[config.mk]
export PLATFORM = sky130hd
export DESIGN_NAME = dmx_transmitter
export DESIGN_NICKNAME = d
export VERILOG_FILES = /design/src/rtl/dmx_transmitter.sv
export SDC_FILE = /design/constraint.sdc
export NUM_CORES = 1
export LEC_CHECK = 0
export ABC_AREA = 0
export CORE_MARGIN = 2
export CORE_UTILIZATION = 60
export CTS_CLUSTER_DIAMETER = 200
export DETAILED_ROUTE_END_ITERATION = 6
export GPL_ROUTABILITY_DRIVEN = 0
export MAX_ROUTING_LAYER = met4
export PLACE_DENSITY_LB_ADDON = 0.25
export SETUP_SLACK_MARGIN = 0.02
export SLEW_MARGIN = 40
export SYNTH_ARGS = -nofsm -noshare
export SYNTH_HDL_FRONTEND = slang
export SYNTH_SLANG_ARGS = --single-unit
export TNS_END_PERCENT = 50
[constraint.sdc]
create_clock -name clk -period 4.2 [get_ports clk]
set_input_delay 0.84 -clock clk [delete_from_list [all_inputs] [get_ports clk]]
set_output_delay 0.84 -clock clk [all_outputs]
set_load 0.1 [all_outputs]
[src/rtl/dmx_transmitter.sv]
// DMX512 transmitter: break, mark-after-break, start code 0x00, then up to 512 slots read from an external buffer.
// Define DMX_TX_MTBS_EN to insert a MTBS_CLKS mark between consecutive slots.
module dmx_transmitter #(
    parameter int CLK_FREQ  = 20_000_000,
    parameter int BAUD_RATE = 250_000,
    parameter int BREAK_US  = 100,
    parameter int MAB_US    = 12,
    parameter int MTBS_CLKS = 40
) (
    input  logic       clk,
    input  logic       rst,
    input  logic       start_frame,
    input  logic [9:0] slot_count,
    output logic       rd_en,
    output logic [8:0] rd_addr,
    input  logic [7:0] rd_data,
    output logic       DMX_Output_Signal,
    output logic       tx_enable,
    output logic       busy,
    output logic       frame_done
);

    localparam int     BIT_TIME   = CLK_FREQ / BAUD_RATE;
    localparam longint BREAK_L    = longint'(CLK_FREQ) * BREAK_US / 1_000_000;
    localparam longint MAB_L      = longint'(CLK_FREQ) * MAB_US / 1_000_000;
    localparam int     BREAK_CLKS = int'(BREAK_L);
    localparam int     MAB_CLKS   = int'(MAB_L);
    // One counter serves every timed phase, so size it for the sum of all of them.
    localparam int     CNT_W      = $clog2(BREAK_CLKS + MAB_CLKS + 2 * BIT_TIME + MTBS_CLKS + 1);

    localparam logic [CNT_W-1:0] BRK_END  = CNT_W'(BREAK_CLKS - 1);
    localparam logic [CNT_W-1:0] MAB_END  = CNT_W'(MAB_CLKS - 1);
    localparam logic [CNT_W-1:0] BIT_END  = CNT_W'(BIT_TIME - 1);
    localparam logic [CNT_W-1:0] STOP_END = CNT_W'(2 * BIT_TIME - 1);
`ifdef DMX_TX_MTBS_EN
    localparam logic [CNT_W-1:0] MTBS_END = CNT_W'(MTBS_CLKS - 1);
`endif

    typedef enum logic [2:0] {
        ST_IDLE,
        ST_BREAK,
        ST_MAB,
        ST_START_BIT,
        ST_DATA_BITS,
        ST_STOP_BITS,
        ST_DONE
`ifdef DMX_TX_MTBS_EN
        , ST_MTBS
`endif
    } state_t;

    state_t           r_state, w_state_nxt;
    logic [CNT_W-1:0] r_cnt, w_cnt_nxt;
    logic [2:0]       r_bit, w_bit_nxt;
    logic [9:0]       r_slot, w_slot_nxt;
    logic [9:0]       r_count, w_count_nxt;
    logic [7:0]       r_shift, w_shift_nxt;
    logic             r_line, w_line_nxt;
    logic             r_rd_en, w_rd_en_nxt;
    logic [8:0]       r_rd_addr, w_rd_addr_nxt;
    logic             r_cap;
    logic             r_busy, w_busy_nxt;
    logic             r_done, w_done_nxt;
    logic             w_last;

    assign w_last = (r_slot == r_count);

    // Every output is computed from the next state and registered, so the line never glitches.
    always_comb begin
        w_state_nxt   = r_state;
        w_cnt_nxt     = r_cnt + CNT_W'(1);
        w_bit_nxt     = r_bit;
        w_slot_nxt    = r_slot;
        w_count_nxt   = r_count;
        w_shift_nxt   = r_shift;
        w_line_nxt    = r_line;
        w_rd_en_nxt   = 1'b0;
        w_rd_addr_nxt = r_rd_addr;
        case (r_state)
            ST_IDLE: begin
                w_cnt_nxt  = '0;
                w_line_nxt = 1'b1;
                if (start_frame) begin
                    w_state_nxt = ST_BREAK;
                    w_slot_nxt  = '0;
                    w_bit_nxt   = '0;
                    w_shift_nxt = 8'h00;
                    w_count_nxt = (slot_count > 10'd512) ? 10'd512 : slot_count;
                    w_line_nxt  = 1'b0;
                end
            end
            ST_BREAK: begin
                if (r_cnt == BRK_END) begin
                    w_state_nxt = ST_MAB;
                    w_cnt_nxt   = '0;
                    w_line_nxt  = 1'b1;
                end
            end
            ST_MAB: begin
                if (r_cnt == MAB_END) begin
                    w_state_nxt = ST_START_BIT;
                    w_cnt_nxt   = '0;
                    w_line_nxt  = 1'b0;
                end
            end
            ST_START_BIT: begin
                if (r_cnt == BIT_END) begin
                    w_state_nxt = ST_DATA_BITS;
                    w_cnt_nxt   = '0;
                    w_bit_nxt   = '0;
                    w_line_nxt  = r_shift[0];
                end
            end
            ST_DATA_BITS: begin
                if (r_cnt == BIT_END) begin
                    w_cnt_nxt = '0;
                    if (r_bit == 3'd7) begin
                        w_state_nxt   = ST_STOP_BITS;
                        w_line_nxt    = 1'b1;
                        w_rd_en_nxt   = !w_last;
                        w_rd_addr_nxt = r_slot[8:0];
                    end else begin
                        w_bit_nxt   = r_bit + 3'd1;
                        w_shift_nxt = r_shift >> 1;
                        w_line_nxt  = r_shift[1];
                    end
                end
            end
            ST_STOP_BITS: begin
                // Buffer answers one cycle after the strobe issued on the first stop-bit cycle.
                if (r_cap) w_shift_nxt = rd_data;
                if (r_cnt == STOP_END) begin
                    w_cnt_nxt = '0;
                    if (w_last) begin
                        w_state_nxt = ST_DONE;
                        w_line_nxt  = 1'b1;
                    end else begin
                        w_slot_nxt = r_slot + 10'd1;
`ifdef DMX_TX_MTBS_EN
                        w_state_nxt = ST_MTBS;
                        w_line_nxt  = 1'b1;
`else
                        w_state_nxt = ST_START_BIT;
                        w_line_nxt  = 1'b0;
`endif
                    end
                end
            end
`ifdef DMX_TX_MTBS_EN
            ST_MTBS: begin
                if (r_cnt == MTBS_END) begin
                    w_state_nxt = ST_START_BIT;
                    w_cnt_nxt   = '0;
                    w_line_nxt  = 1'b0;
                end
            end
`endif
            ST_DONE: begin
                w_state_nxt = ST_IDLE;
                w_cnt_nxt   = '0;
                w_line_nxt  = 1'b1;
            end
            default: begin
                w_state_nxt = ST_IDLE;
                w_cnt_nxt   = '0;
                w_line_nxt  = 1'b1;
            end
        endcase
        w_busy_nxt = (w_state_nxt != ST_IDLE);
        w_done_nxt = (w_state_nxt == ST_DONE);
    end

    always_ff @(posedge clk) begin
        if (rst) begin
            r_state   <= ST_IDLE;
            r_cnt     <= '0;
            r_bit     <= '0;
            r_slot    <= '0;
            r_count   <= '0;
            r_shift   <= '0;
            r_line    <= 1'b1;
            r_rd_en   <= 1'b0;
            r_rd_addr <= '0;
            r_cap     <= 1'b0;
            r_busy    <= 1'b0;
            r_done    <= 1'b0;
        end else begin
            r_state   <= w_state_nxt;
            r_cnt     <= w_cnt_nxt;
            r_bit     <= w_bit_nxt;
            r_slot    <= w_slot_nxt;
            r_count   <= w_count_nxt;
            r_shift   <= w_shift_nxt;
            r_line    <= w_line_nxt;
            r_rd_en   <= w_rd_en_nxt;
            r_rd_addr <= w_rd_addr_nxt;
            r_cap     <= r_rd_en;
            r_busy    <= w_busy_nxt;
            r_done    <= w_done_nxt;
        end
    end

    assign rd_en             = r_rd_en;
    assign rd_addr           = r_rd_addr;
    assign DMX_Output_Signal = r_line;
    assign tx_enable         = r_busy;
    assign busy              = r_busy;
    assign frame_done        = r_done;

endmodule

== Yosys cells after proc, flatten, opt, wreduce, memory -nomap -nowiden ==
Index checks and enable logic that the tools add are counted.

* Flip-flop bits (word level): 60
* Output and inout port bits: 14

* $add $sub $neg: 3
* Magnitude comparators: 1
* Equality and inequality tests: 21
* Muxes and demuxes: 38
* Bitwise logic cells: 3
* Reduce and logical (&&, ||, !) cells: 14

{| class="wikitable"
|+ Operators with widths
! kind !! count
|-
| two-way mux 12 bit || 4
|-
| one-hot mux 12 bit (4 select lines) || 1
|-
| two-way mux 10 bit || 4
|-
| two-way mux 3 bit || 12
|-
| two-way mux 8 bit || 4
|-
| equality test 12 x 8 -> 1 bit (second input constant) || 2
|-
| one-hot mux 8 bit (3 select lines) || 1
|-
| one-hot mux 10 bit (2 select lines) || 1
|-
| != test 2 bit (second input constant) || 9
|-
| one-hot mux 3 bit (6 select lines) || 1
|-
| AND reduction 5 bit || 3
|-
| adder 12 x 1 -> 12 bit (second input constant) || 1
|-
| equality test 12 x 11 -> 1 bit (second input constant) || 1
|-
| equality test 12 x 7 -> 1 bit (second input constant) || 1
|-
| equality test 3 bit (second input constant) || 4
|-
| adder 10 x 1 -> 10 bit (second input constant) || 1
|-
| equality test 10 bit || 1
|-
| > comparator 10 bit (second input constant) || 1
|-
| one-hot mux 3 bit (3 select lines) || 1
|-
| nonzero test 3 bit || 3
|-
| two-way mux 1 bit || 8
|-
| equality test 3 x 2 -> 1 bit (second input constant) || 2
|-
| one-hot mux 1 bit (6 select lines) || 1
|-
| AND reduction 4 bit || 1
|-
| 10 further kinds || 12
|}

== Depth between registers and ports, before layout ==
Gate-level depths: netlist (run 1).

* Depth in word-level cells: 5
* Depth in mapped cells: 8

== Worst setup path before layout (run 1) ==
OpenSTA, ideal clock, no wires.

* Path type: register to output
* Start point: register r_busy (netlist: busy)
* End point: output port tx_enable
* Arrival time: 1.356 ns
* Path slack: 2.004 ns
* Stages on the path, launching flop included: 2
* Path buffers: 1
* Cell sequence: dfxtp_1 buf_4

{| class="wikitable"
|+ RTL lines
! what !! line !! source
|-
| from (decl) || 62 || <nowiki>logic r_busy, w_busy_nxt;</nowiki>
|-
| from (signal assigned) || 198 || <nowiki>r_busy <= w_busy_nxt;</nowiki>
|-
| to (decl) || 18 || <nowiki>output logic tx_enable,</nowiki>
|}

No word-level cell between the ends.

== Worst setup path after layout (run 1) ==
* Start point: register r_state[2]
* End point: register r_slot[7]

* Longest elaborated chain between the ends: 3

{| class="wikitable"
|+ Ends and longest elaborated chain
! what !! line !! source
|-
| from (decl) || 52 || <nowiki>state_t r_state, w_state_nxt;</nowiki>
|-
| from (signal assigned) || 188 || <nowiki>r_state <= w_state_nxt;</nowiki>
|-
| equality test 3 bit or zero test 3 bit (tied branches) || 79 || <nowiki>case (r_state)</nowiki>
|-
| != test 2 bit (no source line) or nonzero test 2 bit (tied branches) || - ||
|-
| AND reduction 4 bit (no source line) || - ||
|-
| to (signal assigned) || 191 || <nowiki>r_slot <= w_slot_nxt;</nowiki>
|-
| to (decl) || 55 || <nowiki>logic [9:0] r_slot, w_slot_nxt;</nowiki>
|}

Several ways; a longest one is shown, not always the timed one.
A chain may end at the register's enable or synchronous reset.

==> out/metrics.cfg, run 1 <==
[synth]
synthFlopType=dfxtp_1
ys_warn_count=0
synth_enable_flop_cells=0
synth.cell_area_um2=3070
yosys-top-cells-area=dfxtp_1 39%, nor2_1 4.5%, xnor2_1 4.3%, mux2i_1 3.9%, o31ai_1 3.9%
synth_cell_type_count=58
syn_avg_cell_area_um2=9.13
synth-async-reset-ratio_pct=0
yosysMostFrequentCell=dfxtp_1
post_synth_inst_count=336
synth_common_cells=60 x dfxtp_1, 37 x nor2_1, 19 x a21oi_1
synth.net_count=363
ys_seq_area_share_pct=39.2
synth_largest_type_area_fraction_pct=39.2
yosys.area.top_type=dfxtp_1
synth_seq_cells=60

[pwr]
internal_power_uw=847
power_per_cell_area_nw_per_um2=325
worst_ir_drop_vdd_uv=212
power_frac_seq_pct=51.8
power.share.clock_pct=39.0
total_power_draw_mw=1.13
power.combinational.fraction_pct=9.2
switching_power_uw=286
power.share.switching_pct=25.3
total_leakage_power_nw=1.26

[sta]
slew-limit-headroom_pct=47.2
final_hold_viol_count=0
time_the_final_worst_path_needs_with_i_o_delays_and_setup_ps=2610
rsz_0062_raised_after_global_routing=no
setup_viol=0
fin_setup_tns_ps=0
timing.final.crit_share_pct=62.2
worstMarginPinSlew_ps=786
final.setup_skew_ps=7.97
max_freq_ghz=0.383
timing.final.max_slew_violations=0

[detailed_routing]
vias_per_cell=5.91
wl_mm=6.51
drt_iter0_drc=113
detailed_routing_iterations_pass_1=4
residual_drc=0
detailroute.via_count=2564
final_antenna_net_count=0
detail_route.wl_per_cell_um=15.0

[layout]
finalNetCount=386
antenna-diode-count=0
final_layout_size_suffix_gt1_share_pct=12.1
flow.area_growth_from_synthesis_pct=13.5

[clock_network]
cts_resized=0
cts_root_buf=clkbuf_8
insertion_delay_ps=340
cts_bufs_inserted=9
clk_transition_reported_paths_ps=60
tritoncts_num_sinks=60
tritoncts=built
clock_tree.buffer_depth=2
level_count_of_the_clock_h_tree=3
cts_post_setup_buffers_inserted=0
holdBufCountCts=0

[worst_setup_path]
setup.worst_path.end_class=register
worst_ep_arrival_time_ps=2880
required_ps=4470
timing_worst_setup_path_type=register to register
crit_fanout=21
setup.worst_path.start_class=register

[grt]
grt_start_max_net_pins=22
first_global_vias=2254
grt_usage_pct=24.7
global_route.overflow_total=0
number_of_antenna_violations_at_the_first_check_in_global_routing=0
global_route_wire_length_before_repair_mm=10.4

[floorplanning]
initial_core_util_pct=61.2
dieArea_um2=5700
placement_rows=26
core_region_area_um2=5010
die_w_um=75.5
die_height_um=75.5
design.portCount=35

[run_status]
result_of_the_run=completed

[run]
max-cap-violations=0

[place]
io_buffers=34
hpwl_mm=4.61

[min_path]
hold_class=register to register

==> area by class of cell <==
| class | count | area, µm² |
|---|---|---|
| clock buffer | 14 | 153 |
| clock inverter | 2 | 10.0 |
| fill | 435 | 1530 |
| inverter | 6 | 22.5 |
| multi-input combinational | 247 | 1730 |
| sequential | 60 | 1200 |
| tap | 70 | 87.6 |
| timing repair buffer | 35 | 278 |
==> state kept, by name, indices dropped and copies added (netlist names) <==
signal,cells
rd_addr,9
busy,1
r_shift,8
frame_done,1
r_count,10
r_cap,1
r_state,3
DMX_Output_Signal,1
r_slot,10
rd_en,1
r_cnt,12
r_bit,3
==> stage by stage <==
| step | setup WS, ps | hold slack, ps | instance area (µm²) | util [%] | std cells |
|---|---|---|---|---|---|
| finish | 1590 | 461 | 3480 | 69.5 | 434 |
| global route | 1410 | 473 | 3480 | 69.5 | 434 |
| CTS | 1620 | 459 | 3480 | 69.5 | 434 |
| detailed placement | 1300 | 452 | 3320 | 66.3 | 418 |
| global placement | 1370 | 440 | 3390 | 67.7 | 418 |
| floorplan | 2000 | 430 | 3070 | - | 336 |
==> worst paths after layout <==
| kind | cells past startpoint | end | slack, ps | startpoint |
|---|---|---|---|---|
| setup / recovery | 5 | r_slot[7]$_SDFFE_PP0P_ | 1590 | r_state[2]$_SDFF_PP0_ |
| hold / removal | 2 | r_bit[2]$_SDFFE_PP0P_ | 460 | r_bit[2]$_SDFFE_PP0P_ |
| setup reg to reg | 5 | r_slot[7]$_SDFFE_PP0P_ | 1590 | r_state[2]$_SDFF_PP0_ |
| hold reg to reg | 2 | r_bit[2]$_SDFFE_PP0P_ | 460 | r_bit[2]$_SDFFE_PP0P_ |
==> cells by family after synthesis <==
family,after synthesis,share of synthesized area [%]
compound gates,72,17.0
xor+xnor,19,5.42
fa+ha+maj,6,2.45
buf+inv,29,4.40
flops,60,39.2
mux,12,3.92
simple gates,138,27.7
==> cells in the final DEF (no fill, tap or decap), drive strengths merged, types with 3 or more instances in the layout <==
cell           netlist  final
nand3               10     10
nor2                38     38
xor2                 4      4
nand2               16     16
or3                  5      5
mux2i               12     12
nand4                9      9
nor3                10     10
buf                 15     15
xnor2               15     15
clkbuf               8     14
a21oi               19     19
nand3b              11     11
or4                  7      7
clkdlybuf4s50        0     20
inv                  6      6
a22o                 7      7
nor3b                5      5
o21ai                4      4
nor4b                4      4
o31ai               17     17
dfxtp               60     60
ha                   6      6
a22oi                8      8
a31oi                5      5
nor4                 3      3
==> power groups by stage <==
stage                     combinational (mW)  clock, mW  sequential [mW]
after floorplan                       0.0647          0            0.605
after global placement                 0.105          0            0.600
after detailed placement               0.104          0            0.600
after CTS                              0.104      0.449            0.587
after global routing                   0.112      0.472            0.588
final                                  0.104      0.441            0.587
==> per-layer routing <==
layer | up-vias | track usage [%] | share of wire, %
met5 | - | - | 0
met4 | 0 | 8.97 | 1.4
met3 | 11 | 5.82 | 4.9
met2 | 70 | 40.9 | 50
met1 | 1202 | 29.4 | 44
li1 | 1281 | - | -
==> worst max-delay path, cell delays in order, from the launching register on <==
cell and delay, ps:
dfxtp_1 770, and3b_1 600, and4_4 330, nor2_2 120
or4_1 560, a21oi_1 150
Power figures use the tool's default switching activity.
==> inputs of run 2 (changes only) <==
Settings changed: CORE_UTILIZATION 60 to 50.
Clock period 4.2 ns to 2.2 ns, I/O delays scaled along.
==> out/metrics.cfg, run 2 (synthesis results as in run 1) <==
[floorplanning]
die_w_um=82.3  ; +9.0%
design.portCount=35  ; unchanged
initial_core_util_pct=51.8  ; -9.4 points
dieArea_um2=6780  ; +19%
core_region_area_um2=5920  ; +18%
placement_rows=28  ; +7.7%
die_height_um=82.3  ; +9.0%

[worst_setup_path]
setup.worst_path.end_class=register
worst_reg_to_reg_cells=7  ; +2
regToRegStartpoint=r_cnt[0]$_SDFF_PP0_
timing_worst_setup_path_type=register to register
r2r_end=r_cnt[3]$_SDFF_PP0_
setup.worst_path.start_class=register
critical_path.endpoint=r_cnt[3]$_SDFF_PP0_
r2r_slack_ps=170  ; -1420 ps
crit_fanout=9  ; -57%
worst_ep_arrival_time_ps=2230  ; -650 ps
required_ps=2400  ; -2070 ps
critical_path.startpoint=r_cnt[0]$_SDFF_PP0_

[layout]
finalNetCount=404  ; +4.7%
mostFrequentLayoutCell=dfxtp_1
largest_registers=r_cnt (12), r_count (10), r_slot (10)
final_layout_size_suffix_gt1_share_pct=16.2  ; +4.1 points
antenna-diode-count=0  ; unchanged
flow.area_growth_from_synthesis_pct=19.3
layout_common_cells=60 x dfxtp_1, 37 x nor2_1, 33 x buf_4
final_standard_cell_area_without_fillers_um2=3660  ; +5.1%
max_ffs_per_register=12  ; unchanged
registers.top_by_ff_count=r_cnt
num-fill-cells=537  ; +23%

[place]
io_buffers=34  ; unchanged
hpwl_mm=4.97  ; +7.9%
detailed_place.area_um2=3500  ; +5.3%

[sta]
fin_setup_tns_ps=0  ; unchanged
slew-limit-headroom_pct=63.2  ; +16 points
setup_viol=0  ; unchanged
worstMarginPinSlew_ps=547  ; -239 ps
rsz_0062_raised_after_global_routing=no
timing.final.max_slew_violations=0  ; unchanged
time_the_final_worst_path_needs_with_i_o_delays_and_setup_ps=2030  ; -579 ps
timing.final.crit_share_pct=92.4  ; +30 points
final_hold_viol_count=0  ; unchanged
max_freq_ghz=0.492  ; +28%
final.setup_skew_ps=4.34  ; -3.62 ps

[run]
max-cap-violations=0  ; unchanged

[clock_network]
cts_bufs_inserted=9  ; unchanged
holdBufCountCts=0  ; unchanged
level_count_of_the_clock_h_tree=3  ; unchanged
cts_root_buf=clkbuf_8
clock_tree.buffer_depth=2  ; unchanged
insertion_delay_ps=340  ; about the same
clk_transition_reported_paths_ps=60  ; about the same
cts_post_setup_buffers_inserted=0  ; unchanged
tritoncts_num_sinks=60  ; unchanged
tritoncts=built
cts_resized=0  ; unchanged

[detailed_routing]
detail_route.wl_per_cell_um=15.0  ; about the same
drt_iter0_drc=104  ; -8.0%
detailroute.via_count=2595  ; +1.2%
final_antenna_net_count=0  ; unchanged
residual_drc=0  ; unchanged
wl_mm=6.86  ; +5.3%
detailed_routing_iterations_pass_1=4  ; unchanged
vias_per_cell=5.68  ; -3.9%

[pwr]
power_per_cell_area_nw_per_um2=596  ; +83%
total_power_draw_mw=2.18  ; +93%
total_leakage_power_nw=1.36  ; +7.4%
worst_ir_drop_vdd_uv=293  ; +38%

[grt]
first_global_vias=2449  ; +8.7%
number_of_antenna_violations_at_the_first_check_in_global_routing=0  ; unchanged
global_route.overflow_total=0  ; unchanged
grt_start_max_net_pins=21  ; -4.5%
grt_usage_pct=23.2  ; -1.6 points
global_route_wire_length_before_repair_mm=11.5  ; +10%

[run_status]
result_of_the_run=completed

[min_path]
timing.hold.worst_path_depth=2  ; unchanged
hold_class=register to register

==> run 2: cell type report <==
| cell class | count | area [µm²] | area share [%] |
|---|---|---|---|
| multi-input cells | 247 | 1730 | 47.3 |
| flip-flops and latches | 60 | 1200 | 32.8 |
| repair buffers | 53 | 448 | 12.2 |
| clock buffers | 14 | 153 | 4.17 |
| well taps | 75 | 93.8 | 2.56 |
| inverters | 6 | 22.5 | 0.615 |
| clock inverters | 2 | 10.0 | 0.274 |
==> run 2: per-layer routing <==
metal / up-vias / track usage [%] / part of all wire [%]
met3: 6 / 7.83 / 4.2
met5: - / - / 0
li1: 1322 / - / -
met4: 0 / 7.33 / 1.0
met2: 41 / 37.0 / 48
met1: 1226 / 27.5 / 47
==> run 2: critical path: stages, from the launching register on <==
cell and delay [ps]:
dfxtp_1 370, ha_1 220, and4b_1 280, buf_4 160, and3_1 190, nor2_1 100
o31ai_4 450, nor2_1 120
==> run 2: metrics by stage <==
stage	util, %	cells	worst slack, ps	hold WS (ps)
floorplan	-	336	385	430
global placement	59.1	441	159	439
detailed placement	59.1	441	31.5	455
CTS	61.8	457	174	463
global route	61.8	457	30.0	484
finish	61.8	457	167	459
==> run 2: how the worst min path moves through the flow <==
stage,startpoint,end
6_report,r_bit[1]$_SDFFE_PP0P_,r_bit[1]$_SDFFE_PP0P_
4_1_cts,r_bit[1]$_SDFFE_PP0P_,r_bit[1]$_SDFFE_PP0P_
5_1_grt,r_bit[1]$_SDFFE_PP0P_,r_bit[1]$_SDFFE_PP0P_
3_3_place_gp,r_cnt[0]$_SDFF_PP0_,r_cnt[0]$_SDFF_PP0_
2_1_floorplan,r_cnt[0]$_SDFF_PP0_,r_cnt[0]$_SDFF_PP0_
3_5_place_dp,r_bit[1]$_SDFFE_PP0P_,r_bit[1]$_SDFFE_PP0P_
==> run 2: report_power, final <==
group	internal (mW)	switching [mW]	total, mW
Combinational	0.0882	0.129	0.217
Sequential	1.10	0.0160	1.12
Clock	0.437	0.411	0.848
Total	1.63	0.555	2.18
==> inputs of run 3 (changes only) <==
Settings changed: ABC_AREA 0 to 1, CORE_UTILIZATION 50 to 51.
==> out/metrics.cfg, run 3 <==
[floorplanning]
placement_rows=28  ; unchanged
die_w_um=82.3  ; about the same
design.portCount=35  ; unchanged
initial_core_util_pct=52.8  ; +1.0 points
core_region_area_um2=5920  ; unchanged
dieArea_um2=6780  ; about the same
die_height_um=82.3  ; about the same

[layout]
max_ffs_per_register=12  ; unchanged
largest_registers=r_cnt (12), r_count (10), r_slot (10)
flow.area_growth_from_synthesis_pct=17.2
final_layout_size_suffix_gt1_share_pct=13.8  ; -2.4 points
post-route-util_pct=61.9  ; +0.13 points
layout_common_cells=96 x nand2_1, 60 x dfxtp_1, 56 x inv_1
registers.top_by_ff_count=r_cnt
antenna-diode-count=0  ; unchanged
finalNetCount=506  ; +25%
mostFrequentLayoutCell=nand2_1

[pwr]
total_leakage_power_nw=1.40  ; +2.9%
power_per_cell_area_nw_per_um2=637  ; +6.8%
worst_ir_drop_vdd_uv=372  ; +27%

[worst_setup_path]
path_delay_family=simple AND/OR/NAND/NOR gates
worst_path_slowest_cell=dfxtp_1
critical_path.startpoint=r_slot[5]$_SDFFE_PP0P_
setup.worst_path.start_class=register
worst_ep_arrival_time_ps=2160  ; -70 ps
critical_path.n_buffers_inverters=2  ; +1
cp_slowest_stage_delay_ps=530  ; +80 ps
regToRegStartpoint=r_slot[5]$_SDFFE_PP0P_
setup.worst_path.end_class=register
timing_worst_setup_path_type=register to register
path_cells=inv_1 > nand2_1 > nand4_1 > nor2_1 > nand3_2 > nand2_2 > inv_2 > nand2_1 > nand3_1 > nor2_1
crit_fanout=11  ; +2
required_ps=2490  ; +90 ps

[detailed_routing]
residual_drc=0  ; unchanged
detail_route.wl_per_cell_um=12.5  ; -16%
vias_per_cell=5.20  ; -8.4%
detailroute.via_count=2909  ; +12%
drt_iter0_drc=155  ; +49%
final_antenna_net_count=0  ; unchanged
wl_mm=7.01  ; +2.3%
detailed_routing_iterations_pass_1=4  ; unchanged

[place]
io_buffers=34  ; unchanged
hpwl_mm=5.06  ; +1.8%

[sta]
time_the_final_worst_path_needs_with_i_o_delays_and_setup_ps=1880  ; -156 ps
setup_viol=0  ; unchanged
timing.final.max_slew_violations=0  ; unchanged
final.setup_skew_ps=7.93  ; +3.58 ps
slew-limit-headroom_pct=68.4  ; +5.2 points
timing.final.crit_share_pct=85.3  ; -7.1 points
rsz_0062_raised_after_global_routing=no
final_hold_viol_count=0  ; unchanged
max_freq_ghz=0.533  ; +8.3%
hold_slack_ps=443  ; -15.9 ps
fin_setup_tns_ps=0  ; unchanged
worstMarginPinSlew_ps=472  ; -75.5 ps

[clock_network]
cts_resized=0  ; unchanged
cts_root_buf=clkbuf_8
tritoncts_num_sinks=60  ; unchanged
insertion_delay_ps=350  ; about the same
clk_transition_reported_paths_ps=70  ; about the same
tritoncts=built
cts_bufs_inserted=9  ; unchanged
clock_tree.buffer_depth=2  ; unchanged
cts_post_setup_buffers_inserted=0  ; unchanged
holdBufCountCts=0  ; unchanged
level_count_of_the_clock_h_tree=3  ; unchanged

[grt]
grt_usage_pct=23.1  ; -0.043 points
global_route_wire_length_before_repair_mm=11.7  ; +1.9%
grt_start_max_net_pins=27  ; +29%
first_global_vias=2691  ; +9.9%
global_route.overflow_total=0  ; unchanged
number_of_antenna_violations_at_the_first_check_in_global_routing=0  ; unchanged

[run]
max-cap-violations=0  ; unchanged

[synth]
post_synth_inst_count=443  ; +32%
synth_largest_type_area_fraction_pct=38.4  ; -0.75 points
synth_common_cells=96 x nand2_1, 60 x dfxtp_1, 56 x inv_1
synth_enable_flop_cells=0  ; unchanged
ys_warn_count=0  ; unchanged
yosys.area.top_type=dfxtp_1
synth_seq_cells=60  ; unchanged
yosys-top-cells-area=dfxtp_1 38%, nand2_1 12%, inv_1 6.7%, nand3_1 6.2%, nor2_1 5.9%
synth.cell_area_um2=3130  ; +2.0%
synth_cell_type_count=40  ; -31%
synth-async-reset-ratio_pct=0  ; unchanged
ys_seq_area_share_pct=38.4  ; -0.75 points
yosysMostFrequentCell=nand2_1
synthFlopType=dfxtp_1
synth.net_count=470  ; +29%
syn_avg_cell_area_um2=7.06  ; -23%

[min_path]
timing.hold.worst.start=rd_addr[2]$_SDFFE_PP0P_
hold_class=register to register

[run_status]
result_of_the_run=completed

[run 3: cell types whose count changed in the layout (fill, tap and decap cells not counted), sizes merged, moves of 10 or more]
cell / change
nand2: +85
inv: +57
nand3: +32
o21ai: +19
nor2: +17
o31ai: -16
buf: -15
a21oi: +13
xnor2: -13
mux2i: -12
nand3b: -10
[run 3: path summary, 6_finish.rpt]
check | endpoint | slack, ps | depth (start not counted)
worst min-delay path | rd_addr[2]$_SDFFE_PP0P_ | 440 | 2
worst max register to register | r_slot[4]$_SDFFE_PP0P_ | 320 | 10
worst min register to register | rd_addr[2]$_SDFFE_PP0P_ | 440 | 2
worst max-delay path | r_slot[4]$_SDFFE_PP0P_ | 320 | 10
[run 3: final cells by class]
type	count	area, µm²
clock inverters	7	67.6
inverters	63	241
well taps	75	93.8
repair buffers	38	335
fillers	563	2250
multi-input cells	307	1600
clock buffers	9	124
flip-flops and latches	60	1200
[run 3: kinds of logic after synthesis]
group                      share of synthesized area (%)
and+or+nand+nor                                     33.0
DFF                                                 38.4
buffers and inverters                               10.3
adders and majority gates                           2.40
xor gates and xnor gates                            2.80
AOI/OAI and AO/OA                                   13.0
[run 3: metrics by stage]
step           setup WS [ps]  power [mW]  cell area, µm²  std cells
6_report                 323        2.34            3670        559
5_1_grt                 84.0        2.42            3670        559
4_1_cts                  323        2.35            3670        559
3_5_place_dp             302        1.38            3480        543
3_3_place_gp             355        1.38            3480        543
2_1_floorplan            404        1.30            3130        443
[run 3: where the power goes]
part / total (mW) / internal [mW] / switching [mW]
registers: 1.12 / 1.11 / 0.0129
logic: 0.242 / 0.0824 / 0.159
clock network: 0.975 / 0.515 / 0.460
[run 3: per-layer routing]
layer	GRT usage, %	vias to the layer above	part of all wire [%]
li1	-	1501	-
met1	27.4	1305	47
met2	37.5	83	46
met3	4.35	20	5.6
met4	11.8	0	2.0
met5	-	-	0
[run 3: worst register-to-register path, stage by stage, from the launching register on]
cell     delay (ps)
dfxtp_1         530
inv_1            70
nand2_1          60
nand4_1          90
nor2_1          290
nand3_2         150
nand2_2         240
inv_2           150
nand2_1          90
nand3_1          60
nor2_1           80
